File: config.mk
export PLATFORM = sky130hd
export DESIGN_NAME = simon_decrypt_controller_flat
export DESIGN_NICKNAME = d
export VERILOG_FILES = /design/src/rtl/simon_decrypt_controller_pkg.sv /design/src/rtl/simon_decrypt_controller_if.sv /design/src/rtl/simon_decrypt_controller_job_buf.sv /design/src/rtl/simon_decrypt_controller.sv /design/src/flat_wrapper.sv
export SDC_FILE = /design/constraint.sdc
export NUM_CORES = 1
export LEC_CHECK = 0
export ABC_AREA = 1
export BUFFER_PORTS_ARGS = -buffer_cell sky130_fd_sc_hd__buf_2
export CAP_MARGIN = 30
export CORE_ASPECT_RATIO = 2
export CORE_MARGIN = 5
export CORE_UTILIZATION = 41
export CTS_CLUSTER_DIAMETER = 80
export DETAILED_ROUTE_END_ITERATION = 7
export PLACE_DENSITY = 0.76
export SLEW_MARGIN = 5
export SYNTH_ARGS = -nofsm -noshare
export SYNTH_HDL_FRONTEND = slang
export SYNTH_SLANG_ARGS = --single-unit
File: constraint.sdc
create_clock -name clk -period 4.8 [get_ports clk]
set_clock_uncertainty 0.05 [all_clocks]
set_input_delay 1.44 -clock clk [delete_from_list [all_inputs] [get_ports clk]]
set_output_delay 1.44 -clock clk [all_outputs]
set_load 0.03 [all_outputs]
File: src/rtl/simon_decrypt_controller_pkg.sv
// Shared constants and types for the SIMON32/64 decrypt controller slice.
package simon_pkg;
  localparam int ROUNDS  = 32;
  localparam int COUNT_W = $clog2(ROUNDS);
  localparam int KEY_W   = 64;
  localparam int BLOCK_W = 32;

  typedef logic [KEY_W-1:0]   simon_key_t;
  typedef logic [BLOCK_W-1:0] simon_block_t;
  typedef logic [COUNT_W-1:0] simon_count_t;

  typedef enum logic [1:0] {IDLE, LOAD, ROUND, DONE} dec_ctrl_state_t;

  localparam simon_count_t LAST_ROUND = simon_count_t'(ROUNDS - 1);
endpackage

File: src/rtl/simon_decrypt_controller_if.sv
// Job-in / plaintext-out handshake bundle for the SIMON decrypt controller.
// A transfer happens on a rising edge where valid && ready; the source keeps
// valid and data stable until that edge, and ready never depends on valid.
interface simon_decrypt_controller_if;
  import simon_pkg::*;

  logic         in_valid;
  logic         in_ready;
  simon_key_t   key_in;
  simon_block_t ct_in;
  logic         out_valid;
  logic         out_ready;
  simon_block_t pt_out;

  modport slave (
    input  in_valid, key_in, ct_in, out_ready,
    output in_ready, out_valid, pt_out
  );

  modport master (
    output in_valid, key_in, ct_in, out_ready,
    input  in_ready, out_valid, pt_out
  );
endinterface

File: src/rtl/simon_decrypt_controller_job_buf.sv
// One-entry holding register {key, ct, full} for a prefetched decrypt job.
module simon_dec_job_buf
  import simon_pkg::*;
(
  input  logic         clk,
  input  logic         rst,
  input  logic         push,
  input  logic         pop,
  input  simon_key_t   push_key,
  input  simon_block_t push_ct,
  output logic         full,
  output simon_key_t   key,
  output simon_block_t ct
);
  // push is only raised while empty and pop only while full, so they never collide
  always_ff @(posedge clk or posedge rst) begin
    if (rst) begin
      full <= 1'b0;
      key  <= '0;
      ct   <= '0;
    end else begin
      if (push) begin
        key  <= push_key;
        ct   <= push_ct;
        full <= 1'b1;
      end else if (pop) begin
        full <= 1'b0;
      end
    end
  end
endmodule

File: src/rtl/simon_decrypt_controller.sv
// Sequences one SIMON32/64 decrypt job at a time through the cipher core.
// SIMON_DEC_PREFETCH_EN adds a one-entry job buffer so the next job can wait.
module simon_decrypt_controller
  import simon_pkg::*;
(
  input  logic                        clk,
  input  logic                        rst,
  simon_decrypt_controller_if.slave   bus,
  output logic                        core_load,
  output simon_key_t                  core_key,
  output simon_block_t                core_text,
  output simon_count_t                core_count,
  input  simon_block_t                core_result,
  output logic                        busy,
  output dec_ctrl_state_t             state_dbg
);
  dec_ctrl_state_t state_q, state_d;
  simon_block_t    pt_q;
  simon_key_t      buf_key;
  simon_block_t    buf_ct;
  logic            last_round;
  logic            load_direct;
  logic            load_buf;

`ifdef SIMON_DEC_PREFETCH_EN
  logic buf_full;
  logic buf_push;
  logic accept;

  assign bus.in_ready = !buf_full;
  assign accept       = bus.in_valid && !buf_full;
  assign load_direct  = accept && (state_q == IDLE);
  assign buf_push     = accept && (state_q != IDLE);
  // A buffered job starts on the DONE handshake, or from IDLE if it landed
  // in the buffer on that same handshake cycle.
  assign load_buf     = buf_full && ((state_q == IDLE) ||
                                     ((state_q == DONE) && bus.out_ready));

  simon_dec_job_buf u_job_buf (
    .clk      (clk),
    .rst      (rst),
    .push     (buf_push),
    .pop      (load_buf),
    .push_key (bus.key_in),
    .push_ct  (bus.ct_in),
    .full     (buf_full),
    .key      (buf_key),
    .ct       (buf_ct)
  );
`else
  assign bus.in_ready = (state_q == IDLE);
  assign load_direct  = bus.in_valid && (state_q == IDLE);
  assign load_buf     = 1'b0;
  assign buf_key      = '0;
  assign buf_ct       = '0;
`endif

  assign last_round    = (state_q == ROUND) && (core_count == LAST_ROUND);
  assign core_load     = (state_q == LOAD);
  assign busy          = (state_q == LOAD) || (state_q == ROUND);
  assign bus.out_valid = (state_q == DONE);
  assign bus.pt_out    = pt_q;
  assign state_dbg     = state_q;

  always_ff @(posedge clk or posedge rst) begin
    if (rst) state_q <= IDLE;
    else     state_q <= state_d;
  end

  always_comb begin
    state_d = state_q;
    unique case (state_q)
      IDLE:    if (load_direct || load_buf) state_d = LOAD;
      LOAD:    state_d = ROUND;
      ROUND:   if (last_round) state_d = DONE;
      DONE:    if (bus.out_ready) state_d = load_buf ? LOAD : IDLE;
      default: state_d = IDLE;
    endcase
  end

  // core_key/core_text change only when a job starts, so the core may sample them anytime
  always_ff @(posedge clk or posedge rst) begin
    if (rst) begin
      core_key   <= '0;
      core_text  <= '0;
      core_count <= '0;
      pt_q       <= '0;
    end else begin
      if (load_direct) begin
        core_key  <= bus.key_in;
        core_text <= bus.ct_in;
      end else if (load_buf) begin
        core_key  <= buf_key;
        core_text <= buf_ct;
      end
      if ((state_q == ROUND) && !last_round) core_count <= core_count + simon_count_t'(1);
      else                                   core_count <= '0;
      if (last_round) pt_q <= core_result;
    end
  end
endmodule

File: src/flat_wrapper.sv
// flat-port wrapper written by rule: the top's interface ports become plain ports
module simon_decrypt_controller_flat import simon_pkg::*;
  (clk, rst, core_load, core_key, core_text, core_count, core_result, busy, state_dbg, bus_in_valid, bus_key_in, bus_ct_in, bus_out_ready, bus_in_ready, bus_out_valid, bus_pt_out);
  simon_decrypt_controller_if bus_i ();
  input  logic clk;
  input  logic rst;
  output logic core_load;
  output simon_key_t core_key;
  output simon_block_t core_text;
  output simon_count_t core_count;
  input  simon_block_t core_result;
  output logic busy;
  output dec_ctrl_state_t state_dbg;
  input wire logic [$bits(bus_i.in_valid)-1:0] bus_in_valid;
  input wire logic [$bits(bus_i.key_in)-1:0] bus_key_in;
  input wire logic [$bits(bus_i.ct_in)-1:0] bus_ct_in;
  input wire logic [$bits(bus_i.out_ready)-1:0] bus_out_ready;
  output wire logic [$bits(bus_i.in_ready)-1:0] bus_in_ready;
  output wire logic [$bits(bus_i.out_valid)-1:0] bus_out_valid;
  output wire logic [$bits(bus_i.pt_out)-1:0] bus_pt_out;
  assign bus_i.in_valid = bus_in_valid;
  assign bus_i.key_in = bus_key_in;
  assign bus_i.ct_in = bus_ct_in;
  assign bus_i.out_ready = bus_out_ready;
  assign bus_in_ready = bus_i.in_ready;
  assign bus_out_valid = bus_i.out_valid;
  assign bus_pt_out = bus_i.pt_out;
  simon_decrypt_controller u_core (.clk(clk), .rst(rst), .bus(bus_i), .core_load(core_load), .core_key(core_key), .core_text(core_text), .core_count(core_count), .core_result(core_result), .busy(busy), .state_dbg(state_dbg));
endmodule
Word level (Yosys, flattened, before mapping)
Cells that the tools add are included.
{ "word_totals": {"register_bits": 135} }
{ "op_classes": {"n_addsub": 1, "n_eq_ne": 7, "n_mux": 5, "n_reduce_logical": 7} }
{ "ops": {"columns": ["operator", "count"], "rows": [
  ["$pmux 2 s4", 1],
  ["$mux 2", 3],
  ["$add 5x1->5 const B", 1],
  ["$eq 5x5->1 const B", 1],
  ["$mux 5", 1],
  ["$eq 2x2->1 const B", 2],
  ["$ne 2x1->1 const B", 2],
  ["$logic_and 1x1->1", 3],
  ["$reduce_and 3->1", 1],
  ["$eq 2x1->1 const B", 1],
  ["$logic_not 2->1", 1],
  ["$ne 2x2->1 const B", 1],
  ["$logic_not 1->1", 1],
  ["$logic_or 1x1->1", 1]
]} }

Depth between registers and ports, before layout
Gate-level depths: netlist of the first run.
{ "logic_depth": {"depth_word": 5, "depth_mapped": 10, "depth_no_buf": 9} }

Least setup slack after synthesis of the first run
Ideal clock, no wire load.
{ "synth_timing": {"path_type": "reg2out", "from": "reg u_core.state_q[0], in the netlist u_core.state_dbg[0]", "to": "out busy", "arrival_time_ns": 1.139, "slack_ns": 2.171, "stages_incl_launch_ff": 3, "n_path_buf": 0, "cell_sequence": "dfrtp_1 inv_1 ha_1"} }
{ "synth_between": {"elab_chain_cells": 2, "word_cells_on_any_way": 3, "classes_between": "eq/ne (2); reduce/logical (1)"} }
{ "synth_lines": {"columns": ["element", "line_no", "source"], "rows": [
  ["start: declaration", "simon_decrypt_controller.sv:17", "dec_ctrl_state_t state_q, state_d;"],
  ["start signal: assignment", "simon_decrypt_controller.sv:67", "else state_q <= state_d;"],
  ["$eq 2x1->1 or $eq 2x2->1 (tied branches)", "simon_decrypt_controller.sv:60", "assign busy = (state_q == LOAD) || (state_q == ROUND);"],
  ["$logic_or 1x1->1 *", "simon_decrypt_controller.sv:60", null],
  ["end: declaration", "flat_wrapper.sv:12", "output logic busy;"]
]} }
Every way passes the cells marked *; elsewhere a longest branch is shown, timed or not.

Worst setup path after layout of the first run
Same ends and word-level chain as after synthesis.

==> impl_metrics.tcl, run 1 <==
set metrics [dict create \
    grt_pass1_wl_um 25000 \
    cts_buffer_depth 2 \
    crit_fanout 5 \
    cts_resized 0 \
    place_hpwl_um 11100 \
    clkLatencyLatePin_ns 0.40 \
    hold_viol 0 \
    fin_cells 1026 \
    grt_pass1_vias 5011 \
    start_util_pct 41.4 \
    cts_setup_buffers 0 \
    yosysTopAreaCellShare_pct 61.4 \
    drt-total-wl_um 15600 \
    power_density_nw_per_um2 707 \
    fin_util_pct 56.5 \
    drive_gt1_share_pct 35.7 \
    grt_max_degree 99 \
    synth_enable_flop_cells 0 \
    path_clk_slew_ns 0.06 \
    grt_overflow_total 0 \
    die_y_um 174 \
    diodes 0 \
    vias_per_cell 4.98 \
    ant_nets 0 \
    end_kind "primary output" \
    critPathLaunchType "flip-flop" \
    syn_to_final_growth_pct 36.5 \
    crit_arrival_ns 1.44 \
    crit_type "flip-flop to primary output" \
    clockRootBuffer "clkbuf_16" \
    place_ws_ns 1.66 \
    drc 0 \
    ys_seq_area_share_pct 61.4 \
    port_buffers 270 \
    cts_tree "yes" \
    dr.pass1.iters 4 \
    hold_class "flip-flop to flip-flop" \
    synth_most_common_cell "nand2_1" \
    period_needed_ns 2.93 \
    worst_slack_ns 1.87 \
    die_area_um2 16000 \
    die_w_um 91.9 \
    htree_num_levels 4 \
    design.core.area_um2 13300 \
    drtIter0Drc 243 \
    worst_ir_drop_vdd_mv 0.438 \
    cp.required_ns 3.31 \
    max_slew.worst_pin.slew_ns 0.958 \
    synthesis.area_um2 5500 \
    wl_per_cell_um 15.2 \
    cts_buffers 17 \
    fin_tns_setup_ns 0 \
    grt_util_all_layers_pct 19.3 \
    post-route-period-util_pct 61.0 \
    yosys.cell_types.count 13 \
    slew_headroom_pct 36.1 \
    synth_top_area_cell "dfrtp_1" \
    dp.cells 992 \
    netlist_top_cells_area "dfrtp_1 61%, nand2_1 18%, nand3_1 12%" \
    syn_nets 743 \
    nets 997 \
    leakage_nw 4.20 \
    drv_slew 0 \
    setup_violations 0 \
    cts_hold_buffers 0 \
    async_flop_share_pct 100 \
    num_vias 5107 \
    gp_congestion 0.965 \
    max_clock_freq_mhz 342 \
    yosys_warnings 0 \
    yosys-top-cells-count "267 x nand2_1, 135 x dfrtp_1, 130 x nand3_1" \
    maxCapViolations 0 \
    status "completed" \
    ys_ff_latch 135 \
    post_synth.cell_area_avg_um2 9.10 \
    ys.flop_type "dfrtp_1" \
    fin_hold_ws_ns 0.414 \
    ios 271 \
    antenna_found_initial 0 \
    num_rows 60 \
    rsz0062_at_grt "no" \
    cts_sinks 135 \
    synthCells 604 \
]
==> through the flow <==
step           power, mW  cell area (µm²)
3_3_place_gp        3.96             6840
4_1_cts             5.34             7450
2_1_floorplan       3.35             5500
3_5_place_dp        4.00             6840
6_report            5.31             7510
5_1_grt             5.62             7510
==> cells in the final DEF (no fill, tap or decap), drive strengths merged <==
cell type  synthesis  final
nor2               5      5
buf               43    278
clkinvlp           0      4
inv               11     10
nand2            268    268
a21oi              1      1
nand4              3      3
nor3b              1      1
bufinv             0      3
ha                 7      7
clkinv             0      5
nand3            130    130
dfrtp            135    135
clkbuf             0     21
==> where the power goes <==
| group | switching (mW) | internal (mW) | leakage (nW) | total [mW] |
|---|---|---|---|---|
| Clock | 0.473 | 0.846 | 0.289 | 1.32 |
| Combinational | 1.63 | 0.585 | 2.34 | 2.21 |
| Sequential | 0.236 | 1.54 | 1.57 | 1.77 |
| Total | 2.34 | 2.97 | 4.20 | 5.31 |
==> flip-flops by register name, indices dropped and copies added (netlist names) <==
name,flops
u_core.state_dbg,2
u_core.core_text,32
u_core.core_count,5
u_core.core_key,64
u_core.bus.pt_out,32
==> kinds of logic (layout without fill, tap and decap cells) <==
kind of cell | count (synthesis) | after routing | share of synthesized area [%]
flops | 135 | 135 | 61.4
buf+inv | 54 | 321 | 5.78
simple gates | 407 | 407 | 31.1
fa+ha+maj | 7 | 7 | 1.59
compound gates | 1 | 1 | 0.0909
==> cell type report <==
type	count	area, µm²
clock buffer	21	460
timing repair buffer	278	1470
inverter	11	45.0
fill	1173	5780
tap	155	194
clock inverter	11	149
sequential	135	3380
multi-input combinational	415	1810
==> routing by layer <==
layer	wire (µm)	global-route usage [%]	part of all wire, %
met1	6300	25.0	40
met2	7260	30.2	47
met4	331	6.08	2.1
met5	0	0	0
met3	1680	6.91	11
==> path summary, 6_finish.rpt <==
check | endpoint | slack (ns) | startpoint | cells after the start
hold reg to reg | u_core.core_key[62] | 0.41 | u_core.core_key[62] | 2
hold / removal | u_core.core_key[62] | 0.41 | u_core.core_key[62] | 2
setup reg to reg | u_core.core_key[36] | 2.46 | u_core.state_dbg[0] | 7
setup / recovery | busy | 1.87 | u_core.state_dbg[0] | 3
max in group asynchronous | u_core.core_key[3] | 2.63 | rst | 3
min in group asynchronous | u_core.bus.pt_out[5] | 1.11 | rst | 2
==> critical path, cell delays in order (launching register included) <==
cell and delay (ns):
dfrtp_1 0.43, inv_1 0.13, ha_4 0.29, buf_2 0.20
Note: power is estimated with default switching activity, not from simulation.
==> run 2, diff against run 1 <==
--- a/config.mk
+++ b/config.mk
@@ -10,10 +10,10 @@
 export CAP_MARGIN = 30
 export CORE_ASPECT_RATIO = 2
 export CORE_MARGIN = 5
-export CORE_UTILIZATION = 41
+export CORE_UTILIZATION = 46
 export CTS_CLUSTER_DIAMETER = 80
 export DETAILED_ROUTE_END_ITERATION = 7
-export PLACE_DENSITY = 0.76
+export PLACE_DENSITY = 0.8
 export SLEW_MARGIN = 5
 export SYNTH_ARGS = -nofsm -noshare
 export SYNTH_HDL_FRONTEND = slang
==> constraint.sdc (replaced) <==
create_clock -name clk -period 3.05 [get_ports clk]
set_clock_uncertainty 0.05 [all_clocks]
set_input_delay 0.915 -clock clk [delete_from_list [all_inputs] [get_ports clk]]
set_output_delay 0.915 -clock clk [all_outputs]
set_load 0.03 [all_outputs]
==> run 2 against run 1 <==
Via count down 1.5%. Critical path depth unchanged. Routed wire length down 1.9%. Sequential cell count unchanged. Total power up 55%. Clock power up 48%. Die area down 10%. Count of clock-buffer cells in the layout down 1. Hold slack about the same. Global-route usage up 2.1 points. Non-clock buffer count up 5.
==> impl_metrics.tcl, run 2 (synthesis results as in run 1) <==
set metrics [dict create \
    cts_buffers 17 \
    die_w_um 87.3 \
    syn_to_final_growth_pct 36.0 \
    drc 0 \
    grt_max_degree 97 \
    end_kind "primary output" \
    status "completed" \
    diodes 0 \
    r2r_setup_slack_ns 1.12 \
    num-fill-cells 1026 \
    num_rows 56 \
    htree_num_levels 4 \
    drt-total-wl_um 15300 \
    cts_resized 0 \
    vias_per_cell 4.93 \
    wl_per_cell_um 15.0 \
    crit_fanout 5 \
    die_y_um 165 \
    top_register "u_core.core_key" \
    dr.pass1.iters 7 \
    period_needed_ns 2.41 \
    path_clk_slew_ns 0.05 \
    holdPathStages 2 \
    nets 1002 \
    die_area_um2 14400 \
    worst_slack_ns 0.641 \
    hold_end "u_core.bus.pt_out[28]" \
    hold_viol 0 \
    hold_class "flip-flop to flip-flop" \
    power_density_nw_per_um2 1100 \
    gp_congestion 0.790 \
    drive_gt1_share_pct 36.1 \
    cts_hold_buffers 0 \
    max_slew.worst_pin.slew_ns 0.547 \
    maxCapViolations 0 \
    ant_nets 0 \
    num_vias 5032 \
    drv_slew 0 \
    start_util_pct 47.0 \
    max_clock_freq_mhz 415 \
    grt_pass1_wl_um 24600 \
    clockRootBuffer "clkbuf_16" \
    grt_overflow_total 0 \
    post-route-period-util_pct 79.0 \
    leakage_nw 4.19 \
    cp.required_ns 2.08 \
    ios 271 \
    largest_reg_flops 64 \
    place_ws_ns 1.06 \
    slew_headroom_pct 63.5 \
    rsz0062_at_grt "no" \
    cts_tree "yes" \
    crit_arrival_ns 1.44 \
    worst_ir_drop_vdd_mv 0.655 \
    layout_commonest_cell "buf_2" \
    cts_setup_buffers 0 \
    setup_violations 0 \
    r2r_cells 7 \
    grt_util_all_layers_pct 21.4 \
    cts_buffer_depth 2 \
    antenna_found_initial 1 \
    place_hpwl_um 11000 \
    fin_util_pct 63.9 \
    worst_r2r_endpoint "u_core.core_key[53]" \
    drtIter0Drc 192 \
    critPathLaunchType "flip-flop" \
    grt_pass1_vias 5069 \
    design.core.area_um2 11700 \
    r2r-start "u_core.state_dbg[0]" \
    cts_sinks 135 \
    crit_type "flip-flop to primary output" \
    port_buffers 270 \
    final_cell_mix "269 x buf_2, 267 x nand2_1, 135 x dfrtp_1, 130 x nand3_1, 17 x clkbuf_16" \
    fin_tns_setup_ns 0 \
    min_from "u_core.bus.pt_out[28]" \
    clkLatencyLatePin_ns 0.40 \
]
==> run 2: cell types whose count changed in the layout (fill, tap and decap cells not counted), sizes merged <==
cell | before | now
buf | 278 | 283
bufinv | 3 | 1
clkbuf | 21 | 20
clkinv | 5 | 2
clkinvlp | 4 | 6
inv | 10 | 14
==> run 2: per-stage QoR <==
stage               area [µm²]  hold slack [ns]  cells  total power [mW]
detailed placement        6910            0.404    989              6.33
global placement          6910            0.398    989              6.27
finish                    7470            0.414   1021              8.23
global route              7470            0.431   1021              8.74
CTS                       7470            0.417   1021              8.31
floorplan                 5500            0.597    604              5.27
==> run 2: worst max path at each step <==
stage / start / to / cells past startpoint
after global placement: bus_in_valid / u_core.core_key[47] / 5
after CTS: u_core.state_dbg[1] / busy / 3
after detailed placement: bus_in_valid / u_core.core_text[21] / 5
after global routing: u_core.state_dbg[1] / busy / 3
final: u_core.state_dbg[1] / busy / 3
after floorplan: rst / u_core.bus.pt_out[0] / 1
==> run 2: critical path, cell delays in order (launching register included) <==
cell,delay (ns)
dfrtp_1,0.44
inv_1,0.13
ha_4,0.29
buf_2,0.19
==> run 2: area by class of cell <==
cell class / instances / area (µm²) / area share (%)
inverters: 11 / 45.0 / 0.603
flip-flops and latches: 135 / 3380 / 45.2
clock inverters: 12 / 120 / 1.61
well taps: 145 / 181 / 2.43
multi-input cells: 415 / 1810 / 24.3
repair buffers: 283 / 1490 / 19.9
clock buffers: 20 / 447 / 5.98
==> run 2: power breakdown <==
part | total [mW] | leakage, nW | internal, mW | switching [mW]
sequential | 2.77 | 1.57 | 2.42 | 0.354
clock | 1.95 | 0.260 | 1.16 | 0.791
combinational | 3.51 | 2.36 | 0.931 | 2.58
==> run 2: metal layers <==
| layer | track usage [%] | vias to the layer above | part of all wire [%] |
|---|---|---|---|
| met5 | 0 | - | 0.085 |
| met3 | 6.74 | 21 | 11 |
| met2 | 35.4 | 248 | 49 |
| met4 | 7.40 | 2 | 1.9 |
| li1 | - | 2443 | - |
| met1 | 26.3 | 2318 | 38 |
==> run 3, diff against run 2 <==
--- a/config.mk
+++ b/config.mk
@@ -10,10 +10,10 @@
 export CAP_MARGIN = 30
 export CORE_ASPECT_RATIO = 2
 export CORE_MARGIN = 5
-export CORE_UTILIZATION = 46
+export CORE_UTILIZATION = 41
 export CTS_CLUSTER_DIAMETER = 80
 export DETAILED_ROUTE_END_ITERATION = 7
-export PLACE_DENSITY = 0.8
+export PLACE_DENSITY = 0.76
 export SLEW_MARGIN = 5
 export SYNTH_ARGS = -nofsm -noshare
 export SYNTH_HDL_FRONTEND = slang
==> constraint.sdc (replaced) <==
create_clock -name clk -period 2.1 [get_ports clk]
set_clock_uncertainty 0.05 [all_clocks]
set_input_delay 0.63 -clock clk [delete_from_list [all_inputs] [get_ports clk]]
set_output_delay 0.63 -clock clk [all_outputs]
set_load 0.03 [all_outputs]
==> run 3 against run 2 <==
Sequential cell count stayed put. Critical path depth stayed put. Cell count increased by 1.4%. Utilization shrank 6.7 points. Final area grew 1.6%. Non-clock buffer count is 5 higher. Critical path type unchanged.
==> impl_metrics.tcl, run 3 (synthesis results as in run 1) <==
set metrics [dict create \
    worst_ir_drop_vdd_mv 0.893 \
    post_dp_cell_area_um2 6990 \
    period_needed_ns 2.03 \
    num_vias 5194 \
    gp_congestion 0.892 \
    fin_hold_ws_ns 0.289 \
    drt-total-wl_um 16000 \
    place_ws_ns 0.311 \
    cts_hold_buffers 0 \
    crit_fanout 3 \
    r2r_setup_slack_ns 0.30 \
    die_area_um2 16000 \
    clkLatencyLatePin_ns 0.40 \
    post-route-period-util_pct 96.6 \
    port_buffers 270 \
    die_w_um 91.9 \
    fin_cells 1035 \
    ant_nets 0 \
    crit_arrival_ns 1.35 \
    cts_resized 0 \
    layout_commonest_cell "buf_2" \
    htree_num_levels 4 \
    rsz0062_at_grt "no" \
    nets 1007 \
    worst_slack_ns 0.0715 \
    dr.pass1.iters 5 \
    num_rows 60 \
    clockRootBuffer "clkbuf_16" \
    critPathLaunchType "flip-flop" \
    grt_max_degree 75 \
    start_util_pct 41.4 \
    grt_util_all_layers_pct 20.1 \
    ios 271 \
    grt_overflow_total 0 \
    crit_type "flip-flop to primary output" \
    top_register "u_core.core_key" \
    design.core.area_um2 13300 \
    die_y_um 174 \
    dp.cells 1002 \
    drc 0 \
    final_cell_mix "269 x buf_2, 267 x nand2_1, 135 x dfrtp_1, 130 x nand3_1, 17 x clkbuf_16" \
    drive_gt1_share_pct 36.6 \
    maxCapViolations 0 \
    drtIter0Drc 245 \
    end_kind "primary output" \
    wl_per_cell_um 15.5 \
    diodes 0 \
    hold_class "primary input to asynchronous set/reset pin" \
    leakage_nw 4.25 \
    fin_tns_setup_ns 0 \
    max_slew.worst_pin.slew_ns 0.431 \
    grt_pass1_vias 5125 \
    drv_slew 0 \
    syn_to_final_growth_pct 38.1 \
    cts_buffer_depth 2 \
    status "completed" \
    antenna_found_initial 0 \
    final_area_um2 7590 \
    place_hpwl_um 11800 \
    setup_violations 0 \
    largest_reg_flops 64 \
    cts_tree "yes" \
    hold_viol 0 \
    vias_per_cell 5.02 \
    cts_buffers 17 \
    cp.required_ns 1.42 \
    cts_sinks 135 \
    power_density_nw_per_um2 1610 \
    grt_pass1_wl_um 25700 \
    path_clk_slew_ns 0.06 \
    slew_headroom_pct 71.3 \
    max_clock_freq_mhz 493 \
]
-- run 3: changes by cell type in the layout (fill, tap and decap cells not counted), sizes merged --
cell      change
clkinv        +1
buf           +5
clkinvlp      -1
bufinv        +1
clkbuf        -2
-- run 3: what timing repair did --
action / in CTS / in global routing
setup buffers: 2 / 0
endpoints found under the hold margin: 0 / 0
endpoints found under the setup margin: 2 / 0
-- run 3: per-stage QoR --
| stage | utilization (%) | total power, mW |
|---|---|---|
| after global routing | 57.2 | 13.0 |
| final | 57.2 | 12.2 |
| after floorplan | - | 7.66 |
| after detailed placement | 52.6 | 9.35 |
| after global placement | 52.6 | 9.22 |
| after CTS | 57.2 | 12.4 |
-- run 3: worst paths after layout --
check	startpoint	endpoint	cells past startpoint
worst max-delay path	u_core.state_dbg[0]	bus_in_ready	3
worst min-delay path	rst	u_core.core_text[6]	3
worst max register to register	u_core.core_count[0]	u_core.state_dbg[1]	9
worst min register to register	u_core.bus.pt_out[21]	u_core.bus.pt_out[21]	2
max in group asynchronous	rst	u_core.core_key[18]	3
min in group clk	bus_ct_in[28]	u_core.core_text[28]	3
-- run 3: layer usage --
metal	track usage [%]	wire (µm)
met5	0	0
met4	8.93	413
met3	6.82	1820
met2	31.4	7510
met1	25.1	6290
-- run 3: power breakdown --
part | total, mW | internal [mW] | leakage [nW] | switching [mW]
clock network | 2.94 | 1.79 | 0.276 | 1.15
logic | 5.28 | 1.48 | 2.40 | 3.80
registers | 4.03 | 3.51 | 1.57 | 0.516
-- run 3: layout make-up --
class	count	area, µm²
clock buffer	18	439
timing repair buffer	288	1580
tap	155	194
fill	1173	5690
clock inverter	13	148
multi-input combinational	415	1810
sequential	135	3380
inverter	11	45.0
-- run 3: worst max-delay path, cell delays in order, from the launching register on --
cell and delay, ns:
dfrtp_1 0.38, inv_1 0.14, ha_4 0.20, buf_2 0.22
